===== config.mk =====
export PLATFORM = sky130hd
export DESIGN_NAME = mul_arbiter_flat
export DESIGN_NICKNAME = d
export VERILOG_FILES = /design/src/rtl/mul_arbiter_if.sv /design/src/rtl/mul_arbiter.sv /design/src/flat_wrapper.sv
export SDC_FILE = /design/constraint.sdc
export NUM_CORES = 1
export LEC_CHECK = 0
export BUFFER_PORTS_ARGS = -buffer_cell sky130_fd_sc_hd__buf_4
export CAP_MARGIN = 20
export CORE_ASPECT_RATIO = 1.2
export CORE_UTILIZATION = 40
export CTS_CLUSTER_DIAMETER = 150
export DETAILED_ROUTE_END_ITERATION = 12
export HOLD_SLACK_MARGIN = 0.15
export MAX_ROUTING_LAYER = met4
export PLACE_DENSITY = 0.71
export SLEW_MARGIN = 30
export SYNTH_ARGS = -nofsm -noshare
export SYNTH_HDL_FRONTEND = slang
export SYNTH_SLANG_ARGS = --single-unit

===== constraint.sdc =====
create_clock -name clock -period 3.5 [get_ports clock]
set_clock_uncertainty 0.05 [all_clocks]
set_input_delay 0 -clock clock [delete_from_list [all_inputs] [get_ports clock]]
set_output_delay 0 -clock clock [all_outputs]
set_load 0.05 [all_outputs]

===== src/rtl/mul_arbiter_if.sv =====
// mul_arbiter_if: bundle of client-side and multiplier-side signals around
// the shared-multiplier arbiter.
//   req/operand_a/operand_b : client requests and packed operand pairs
//   grant/done/result/err   : per-client grant, completion pulse, product, timeout flag
//   busy                    : arbiter is not idle
//   mul_start/mul_multiplicand/mul_multiplier : launch side of the multiplier
//   mul_product/mul_ready   : multiplier result and Ready handshake
// Modports:
//   master : the environment (clients plus the multiplier instance)
//   slave  : the arbiter itself
interface mul_arbiter_if #(
  parameter int NUM_REQ = 4,
  parameter int WIDTH   = 5
);
  logic [NUM_REQ-1:0]       req;
  logic [NUM_REQ*WIDTH-1:0] operand_a;
  logic [NUM_REQ*WIDTH-1:0] operand_b;
  logic [NUM_REQ-1:0]       grant;
  logic [NUM_REQ-1:0]       done;
  logic [2*WIDTH-1:0]       result;
  logic                     err;
  logic                     busy;
  logic                     mul_start;
  logic [WIDTH-1:0]         mul_multiplicand;
  logic [WIDTH-1:0]         mul_multiplier;
  logic [2*WIDTH-1:0]       mul_product;
  logic                     mul_ready;

  modport master (
    output req, operand_a, operand_b, mul_product, mul_ready,
    input  grant, done, result, err, busy,
           mul_start, mul_multiplicand, mul_multiplier
  );

  modport slave (
    input  req, operand_a, operand_b, mul_product, mul_ready,
    output grant, done, result, err, busy,
           mul_start, mul_multiplicand, mul_multiplier
  );
endinterface


===== src/rtl/mul_arbiter.sv =====
// mul_arbiter: round-robin arbiter/sequencer sharing one shift-add multiplier
// between NUM_REQ clients. A winner is launched with a one-cycle mul_start,
// its operands are held on the multiplier inputs, and the product is returned
// with a one-cycle done pulse. A stuck handshake is aborted after TIMEOUT
// wait cycles with err=1 and result=0.
// Ports:
//   clock   : rising-edge clock
//   reset_b : asynchronous active-low reset
//   bus     : mul_arbiter_if slave view (client and multiplier signals)
module mul_arbiter #(
  parameter int NUM_REQ = 4,
  parameter int WIDTH   = 5,
  parameter int TIMEOUT = 64
) (
  input  logic         clock,
  input  logic         reset_b,
  mul_arbiter_if.slave bus
);

  localparam int IDXW = (NUM_REQ > 1) ? $clog2(NUM_REQ) : 1;
  localparam int TW   = $clog2(TIMEOUT + 1);

  typedef enum logic [2:0] {IDLE, START, WAIT_LOW, WAIT_HIGH, DONE} state_t;

  state_t            state;
  logic [IDXW-1:0]   last;       // most recently served client (also the active one)
  logic [TW-1:0]     tcnt;
  logic [WIDTH-1:0]  op_a [NUM_REQ];
  logic [WIDTH-1:0]  op_b [NUM_REQ];
  logic              win_valid;
  logic [IDXW-1:0]   win_idx;
  logic [IDXW-1:0]   cand;
  logic              finish_ok;
  logic              finish_tmo;

  generate
    for (genvar gi = 0; gi < NUM_REQ; gi++) begin : g_slice
      assign op_a[gi] = bus.operand_a[gi*WIDTH +: WIDTH];
      assign op_b[gi] = bus.operand_b[gi*WIDTH +: WIDTH];
    end
  endgenerate

  // Round-robin pick: scan from last+1 upward (wrapping). Iterating from the
  // farthest candidate down lets the nearest requester overwrite the choice.
  always_comb begin
    win_valid = 1'b0;
    win_idx   = '0;
    cand      = '0;
    for (int k = NUM_REQ; k >= 1; k--) begin
      cand = IDXW'((int'(last) + k) % NUM_REQ);
      if (bus.req[cand]) begin
        win_valid = 1'b1;
        win_idx   = cand;
      end
    end
  end

  // A normal completion wins over a timeout in the same cycle. The timeout is
  // only taken when the handshake is not progressing, so a WAIT_LOW->WAIT_HIGH
  // step at the limit is still honoured; the >= compare then catches it next.
  always_comb begin
    finish_ok  = (state == WAIT_HIGH) && bus.mul_ready;
    finish_tmo = 1'b0;
    if (((state == WAIT_LOW) && bus.mul_ready) ||
        ((state == WAIT_HIGH) && !bus.mul_ready)) begin
      finish_tmo = (tcnt >= TW'(TIMEOUT - 1));
    end
  end

  always_ff @(posedge clock or negedge reset_b) begin
    if (!reset_b) begin
      state                <= IDLE;
      last                 <= IDXW'(NUM_REQ - 1);
      tcnt                 <= '0;
      bus.grant            <= '0;
      bus.done             <= '0;
      bus.result           <= '0;
      bus.err              <= 1'b0;
      bus.busy             <= 1'b0;
      bus.mul_start        <= 1'b0;
      bus.mul_multiplicand <= '0;
      bus.mul_multiplier   <= '0;
    end else begin
      case (state)
        IDLE: begin
          if (win_valid && bus.mul_ready) begin
            bus.grant            <= NUM_REQ'(1) << win_idx;
            bus.mul_start        <= 1'b1;
            bus.mul_multiplicand <= op_a[win_idx];
            bus.mul_multiplier   <= op_b[win_idx];
            bus.busy             <= 1'b1;
            last                 <= win_idx;
            tcnt                 <= '0;
            state                <= START;
          end
        end
        START: begin
          bus.mul_start <= 1'b0;
          state         <= WAIT_LOW;
        end
        WAIT_LOW, WAIT_HIGH: begin
          tcnt <= tcnt + 1'b1;
          if (finish_ok || finish_tmo) begin
            bus.done[last] <= 1'b1;
            bus.grant      <= '0;
            bus.result     <= finish_ok ? bus.mul_product : '0;
            bus.err        <= finish_tmo;
            state          <= DONE;
          end else if ((state == WAIT_LOW) && !bus.mul_ready) begin
            state <= WAIT_HIGH;
          end
        end
        DONE: begin
          bus.done <= '0;
          bus.err  <= 1'b0;
          bus.busy <= 1'b0;
          state    <= IDLE;
        end
        default: state <= IDLE;
      endcase
    end
  end

endmodule


===== src/flat_wrapper.sv =====
// flat-port wrapper written by rule: the top's interface ports become plain ports
module mul_arbiter_flat 
#(
  parameter int NUM_REQ = 4,
  parameter int WIDTH   = 5,
  parameter int TIMEOUT = 64
)
  (clock, reset_b, bus_req, bus_operand_a, bus_operand_b, bus_mul_product, bus_mul_ready, bus_grant, bus_done, bus_result, bus_err, bus_busy, bus_mul_start, bus_mul_multiplicand, bus_mul_multiplier);
  mul_arbiter_if #(.NUM_REQ(NUM_REQ), .WIDTH(WIDTH)) bus_i ();
  input  logic clock;
  input  logic reset_b;
  input wire logic [$bits(bus_i.req)-1:0] bus_req;
  input wire logic [$bits(bus_i.operand_a)-1:0] bus_operand_a;
  input wire logic [$bits(bus_i.operand_b)-1:0] bus_operand_b;
  input wire logic [$bits(bus_i.mul_product)-1:0] bus_mul_product;
  input wire logic [$bits(bus_i.mul_ready)-1:0] bus_mul_ready;
  output wire logic [$bits(bus_i.grant)-1:0] bus_grant;
  output wire logic [$bits(bus_i.done)-1:0] bus_done;
  output wire logic [$bits(bus_i.result)-1:0] bus_result;
  output wire logic [$bits(bus_i.err)-1:0] bus_err;
  output wire logic [$bits(bus_i.busy)-1:0] bus_busy;
  output wire logic [$bits(bus_i.mul_start)-1:0] bus_mul_start;
  output wire logic [$bits(bus_i.mul_multiplicand)-1:0] bus_mul_multiplicand;
  output wire logic [$bits(bus_i.mul_multiplier)-1:0] bus_mul_multiplier;
  assign bus_i.req = bus_req;
  assign bus_i.operand_a = bus_operand_a;
  assign bus_i.operand_b = bus_operand_b;
  assign bus_i.mul_product = bus_mul_product;
  assign bus_i.mul_ready = bus_mul_ready;
  assign bus_grant = bus_i.grant;
  assign bus_done = bus_i.done;
  assign bus_result = bus_i.result;
  assign bus_err = bus_i.err;
  assign bus_busy = bus_i.busy;
  assign bus_mul_start = bus_i.mul_start;
  assign bus_mul_multiplicand = bus_i.mul_multiplicand;
  assign bus_mul_multiplier = bus_i.mul_multiplier;
  mul_arbiter #(.NUM_REQ(NUM_REQ), .WIDTH(WIDTH), .TIMEOUT(TIMEOUT)) u_core (.clock(clock), .reset_b(reset_b), .bus(bus_i));
endmodule

# Word level (Yosys, flattened, before mapping)

Cells that the tools add are included.

Flip-flop bits (word level): 43
Bits of input ports: 57
Logic and storage cells: 99
Output and inout bits: 31

Equality and inequality tests: 7
Add/subtract/negate cells: 5
Bitwise gates (word level): 2
Reduce and logical (&&, ||, !) cells: 23
Shifts and indexed selects: 1
Muxes and demuxes: 42
$lt $le $gt $ge: 8

Operators with widths:

| operator                                                   | count |
|---|---|
| binary-select mux 5 bit (select 2 bit)                     | 2 |
| two-way mux 5 bit                                          | 4 |
| one-hot mux 4 bit (2 select lines)                         | 2 |
| less-than comparator 2 x 3 -> 1 bit, second input constant | 5 |
| one-hot mux 7 bit (2 select lines)                         | 1 |
| AND reduction 2 bit                                        | 7 |
| two-way mux 1 bit                                          | 12 |
| two-way mux 4 bit                                          | 3 |
| two-way mux 10 bit                                         | 1 |
| two-way mux 3 bit                                          | 3 |
| one-hot mux 3 bit (3 select lines)                         | 1 |
| binary-select mux 1 bit (select 2 bit)                     | 4 |
| two-way mux 2 bit                                          | 4 |
| nonzero test 2 bit                                         | 4 |
| adder 7 x 1 -> 7 bit, second input constant                | 1 |
| >= comparator 7 x 6 -> 1 bit, second input constant        | 1 |
| two-way mux 7 bit                                          | 1 |
| == test 3 x 2 -> 1 bit, second input constant              | 2 |
| logical AND 1 bit                                          | 6 |
| one-hot mux 1 bit (2 select lines)                         | 3 |
| adder 2 x 1 -> 2 bit, second input constant                | 2 |
| adder 2 bit, second input constant                         | 2 |
| != test 2 x 1 -> 1 bit, second input constant              | 2 |
| OR 4 bit                                                   | 1 |
| 13 further kinds                                           | 14 |

# Longest topological paths before layout

Word-level depth: 11
Gate-level depth with buffers: 12
Depth with buffers taken out: 8

# Worst setup path before layout

Ideal clock, no wire load.

Path type: reg2reg
Start: register u_core.last[0]
End: register u_core.bus.mul_multiplicand[3] (netlist name)
Cell stages (with the launch flop): 13
Arrival time: 3.058 ns
Path slack: 0.251 ns
Required time: 3.309 ns
Buffers on the path: 4
Period minus slack after synthesis: 3.249 ns
Setup time: 0.141 ns
Cell sequence: dfstp_2 buf_6 clkbuf_1 inv_2 ha_1 mux4_2 or2_1 buf_6 nor2_8 buf_6 mux2_1 o211ai_1 a31oi_1

Cells in the longest elaborated chain, start to end: 11
Elaborated cells on any way between the ends: 26
Classes of those cells: add/sub: 4; mux: 19; bitwise: 1; reduce/logical: 2

RTL lines:

| what                                                 | RTL line             | source |
|---|---|---|
| start, declared                                      | mul_arbiter.sv:26    | `logic [IDXW-1:0] last;` |
| start signal, assigned                               | mul_arbiter.sv:73    | `last <= IDXW'(NUM_REQ - 1);` |
| start signal, assigned                               | mul_arbiter.sv:92    | `last <= win_idx;` |
| adder 2 x 1 -> 2 bit                                 | mul_arbiter.sv:50    | `cand = IDXW'((int'(last) + k) % NUM_REQ);` |
| binary-select mux 1 bit (select 2 bit)               | mul_arbiter.sv:51    | `if (bus.req[cand]) begin` |
| two-way mux 1 bit (implied by the code)              | mul_arbiter.sv:51    |  |
| two-way mux 2 bit (4 in a row)                       | mul_arbiter.sv:51    |  |
| NOT 2 -> 3 bit (implied by the code)                 | mul_arbiter.sv:89    | `bus.mul_multiplicand <= op_a[win_idx];` |
| binary-select mux 5 bit (select 2 bit)               | mul_arbiter.sv:89    |  |
| two-way mux 5 bit (implied by the code) (2 in a row) | mul_arbiter.sv:89    |  |
| end signal, assigned                                 | mul_arbiter.sv:89    |  |
| end, declared                                        | mul_arbiter_if.sv:38 | `mul_start, mul_multiplicand, mul_multiplier` |

Several ways; a longest one is shown, not always the timed one. The select of a mux whose other input is x is not followed.
A chain may end at the register's enable or synchronous reset.

# Final worst setup path

Start: register u_core.last[0]
End: register u_core.bus.mul_multiplier[4] (netlist name)

Cells in the longest elaborated chain, start to end: 11
Elaborated cells on any way between the ends: 26
Classes of those cells: add/sub: 4; mux: 19; bitwise: 1; reduce/logical: 2

RTL lines:

| what                                                 | RTL line             | source |
|---|---|---|
| adder 2 x 1 -> 2 bit                                 | mul_arbiter.sv:50    |  |
| binary-select mux 1 bit (select 2 bit)               | mul_arbiter.sv:51    |  |
| two-way mux 1 bit (implied by the code)              | mul_arbiter.sv:51    |  |
| two-way mux 2 bit (4 in a row)                       | mul_arbiter.sv:51    |  |
| NOT 2 -> 3 bit (implied by the code)                 | mul_arbiter.sv:90    | `bus.mul_multiplier <= op_b[win_idx];` |
| binary-select mux 5 bit (select 2 bit)               | mul_arbiter.sv:90    |  |
| two-way mux 5 bit (implied by the code) (2 in a row) | mul_arbiter.sv:90    |  |
| end signal, assigned                                 | mul_arbiter.sv:90    |  |
| end, declared                                        | mul_arbiter_if.sv:38 |  |

Several ways; a longest one is shown, not always the timed one. The select of a mux whose other input is x is not followed.

==> results.cfg <==
[outcome]
outcome = completed

[grt]
grt_max_degree = 44
globalRouteOverflowTotal = 0
first_global_vias = 2914
grt_pass1_wl_mm = 13.8
antenna_found_initial = 0
grt_usage = 0.243

[setup_path]
cp.required_ps = 3620
worst_setup_path_start_kind = flip-flop
cp_max_fo = 13
cpPeakStageDelay_ps = 660
endpoint_kind = flip-flop
critical_path.reg2reg.startpoint = u_core.last[0]
crit_type = flip-flop to flip-flop
r2r_cells = 8
crit_path_end = u_core.bus.mul_multiplier[4]
crit_slowest_cell = dfstp_2
r2r-end = u_core.bus.mul_multiplier[4]
cp-startpoint = u_core.last[0]
crit_chain = inv_2, ha_1, mux4_2, nor2b_2, nor2_4, mux2_2, o211ai_1, a31oi_1
reg2reg_slack_ps = 320
critPathArrivalTime_ps = 3300

[yosys]
syn-num-nets = 370
syn_avg_cell_area_um2 = 9.31
ys_warn_count = 0
yosysSeqAreaShare = 0.376
async_flop_share = 1.00
synth_ff_type = dfrtp_1
synth-edff-count = 0
syn_inst = 308
syn_area_mm2 = 0.00287
ys_ff_latch = 43
ys_types = 53

[clock_tree]
ctsResizeCount = 0
cts_max_path_buffers = 2
root_buffer = clkbuf_8
cts_setup_buffers = 0
clk_latency_ps = 290
h-tree-depth = 2
cts_buffers = 5
clk_pin_slew_ps = 90
clkSinkCount = 43
cts_tree = built

[cells_and_area]
fin_nets = 487
antenna_cells = 0
drive_gt1_frac = 0.310
area_growth_pct = 42.6

[sta]
period_needed_ps = 3180
setup_viol_count_final = 0
worst_hold_slack_ps = 138
slew_viol_final = 0
period_share = 0.909
clock.fmax_mhz = 314
worst_slew_margin_rel = 0.466
grt_setup_unrepaired = no
max_slew.worst_pin.slew_ps = 800
hold_viol = 0
finalSetupTns_ps = 0

[floorplanning]
initial_core_util = 0.416
num_rows = 33
io_pins = 88
coreArea_mm2 = 0.00690
dieArea_mm2 = 0.00752
dieWidth_um = 79.3
die_y_um = 94.8

[route]
first_iter_violations = 192
wire_per_inst_um = 17.1
drc_errors = 0
routed_wl_mm = 8.79
via_count = 2987
via_per_inst = 5.82
ant_nets = 0
drt_pass1_iterations = 5

[pwr]
powerDensity_mw_per_mm2 = 985
p_leak_nw = 1.78
ir_worst_vdd_mv = 0.635

[placement]
numPortBuffers = 87
dpl.hpwl_mm = 5.74
place.gp.congestion = 0.896

[worst_hold_path]
hold_path_class = primary input to flip-flop

[run]
drv_cap = 0
-- critical path, delay by kind of cell (launching register included) --
kind / cells / cell delay [ps]
multiplexers: 2 / 760
flip-flops: 1 / 660
AND/OR/NAND/NOR: 2 / 650
adder cells (fa/ha/maj): 1 / 430
AO/OA/AOI/OAI: 2 / 330
buffers and inverters: 1 / 160
-- cells by family (layout without fill, tap and decap cells) --
family	after synthesis	after routing	share of synthesized area
adder cells (fa/ha/maj)	6	6	0.0253
flip-flops	43	43	0.376
AND/OR/NAND/NOR	94	94	0.175
multiplexers	29	29	0.123
buffers and inverters	31	149	0.0541
XOR/XNOR	1	1	0.00305
AO/OA/AOI/OAI	104	104	0.243
-- power breakdown --
part | switching (mW) | internal [mW]
clock | 0.168 | 0.214
sequential | 0.203 | 0.724
combinational | 1.71 | 1.01
-- through the flow --
step | util | instances | area (um^2) | power (mW) | worst slack [ps]
CTS | 0.592 | 513 | 4080 | 3.99 | 166
detailed placement | 0.517 | 464 | 3560 | 3.57 | 176
global route | 0.593 | 513 | 4090 | 4.28 | 189
finish | 0.593 | 513 | 4090 | 4.03 | 317
floorplan | - | 308 | 2870 | 2.92 | 251
global placement | 0.517 | 464 | 3560 | 3.51 | 266
-- area by class of cell --
class | instances | area [um^2]
Tap cell | 87 | 109
Multi-Input combinational cell | 234 | 1650
Sequential cell | 43 | 1080
Inverter | 5 | 18.8
Clock buffer | 7 | 76.3
Clock inverter | 1 | 30.0
Fill cell | 606 | 2810
Timing Repair Buffer | 136 | 1120
-- layer usage --
metal,global-route usage,vias to the layer above,wire [um]
met5,-,-,0
met4,0.0879,0,218
met3,0.0435,20,520
met2,0.413,148,4490
met1,0.287,1413,3550
li1,-,1406,-
-- Yosys cell counts (8+ instances only) --
master / count / area, um^2
a21oi_1: 10 / 50.1
mux2_2: 15 / 169
a31oi_1: 10 / 62.6
o211ai_1: 18 / 135
clkbuf_1: 16 / 60.1
dfrtp_1: 41 / 1030
nand2_1: 8 / 30.0
a22o_1: 10 / 87.6
nand4_1: 20 / 125
o21ai_0: 30 / 150
nor2_1: 27 / 101
nand3_1: 20 / 100
-- sequential cells by signal (all words and copies together), names as in the netlist --
| register | count |
|---|---|
| u_core.state | 3 |
| u_core.bus.grant | 4 |
| u_core.bus.done | 4 |
| u_core.last | 2 |
| u_core.bus.mul_multiplicand | 5 |
| u_core.bus.err | 1 |
| u_core.bus.result | 10 |
| u_core.bus.mul_start | 1 |
| u_core.bus.busy | 1 |
| u_core.bus.mul_multiplier | 5 |
| u_core.tcnt | 7 |
-- cell usage in the layout, fill, tap and decap left out, types with 2 or more instances in the layout --
cell type,count
a32o_1,2
nor3_1,2
dfrtp_1,41
nor2_2,2
a22o_1,10
a21boi_0,3
a211oi_1,5
ha_1,5
clkbuf_1,2
dlygate4sd3_1,41
nand3_1,20
a31oi_1,10
nand4_1,20
o21bai_1,2
dfstp_2,2
buf_4,95
inv_1,4
nand2b_1,3
nor2b_1,2
o21a_1,2
nor2_1,27
clkbuf_8,5
a21oi_1,10
o31ai_1,2
mux2_1,6
mux2i_1,5
mux2_2,15
o211ai_1,18
o21ai_0,29
nand2_1,8
and3_1,2
mux4_2,3
-- timing repair --
| action | CTS | global route |
|---|---|---|
| hold buffers | 41 | 0 |
| endpoints found under the hold margin | 63 | 0 |
| setup endpoints to repair | 0 | 0 |
-- worst min-delay path by stage --
stage / start / end / slack, ps / cells past startpoint
5_1_grt: bus_operand_a[12] / u_core.bus.mul_multiplicand[2] / 180 / 4
3_5_place_dp: reset_b / u_core.tcnt[2] / -30 / 1
3_3_place_gp: reset_b / u_core.tcnt[6] / -30 / 1
2_1_floorplan: reset_b / u_core.bus.busy / -350 / 0
6_report: bus_operand_a[12] / u_core.bus.mul_multiplicand[2] / 140 / 4
4_1_cts: bus_operand_a[12] / u_core.bus.mul_multiplicand[2] / 150 / 4
(Power assumes the default switching activity.)
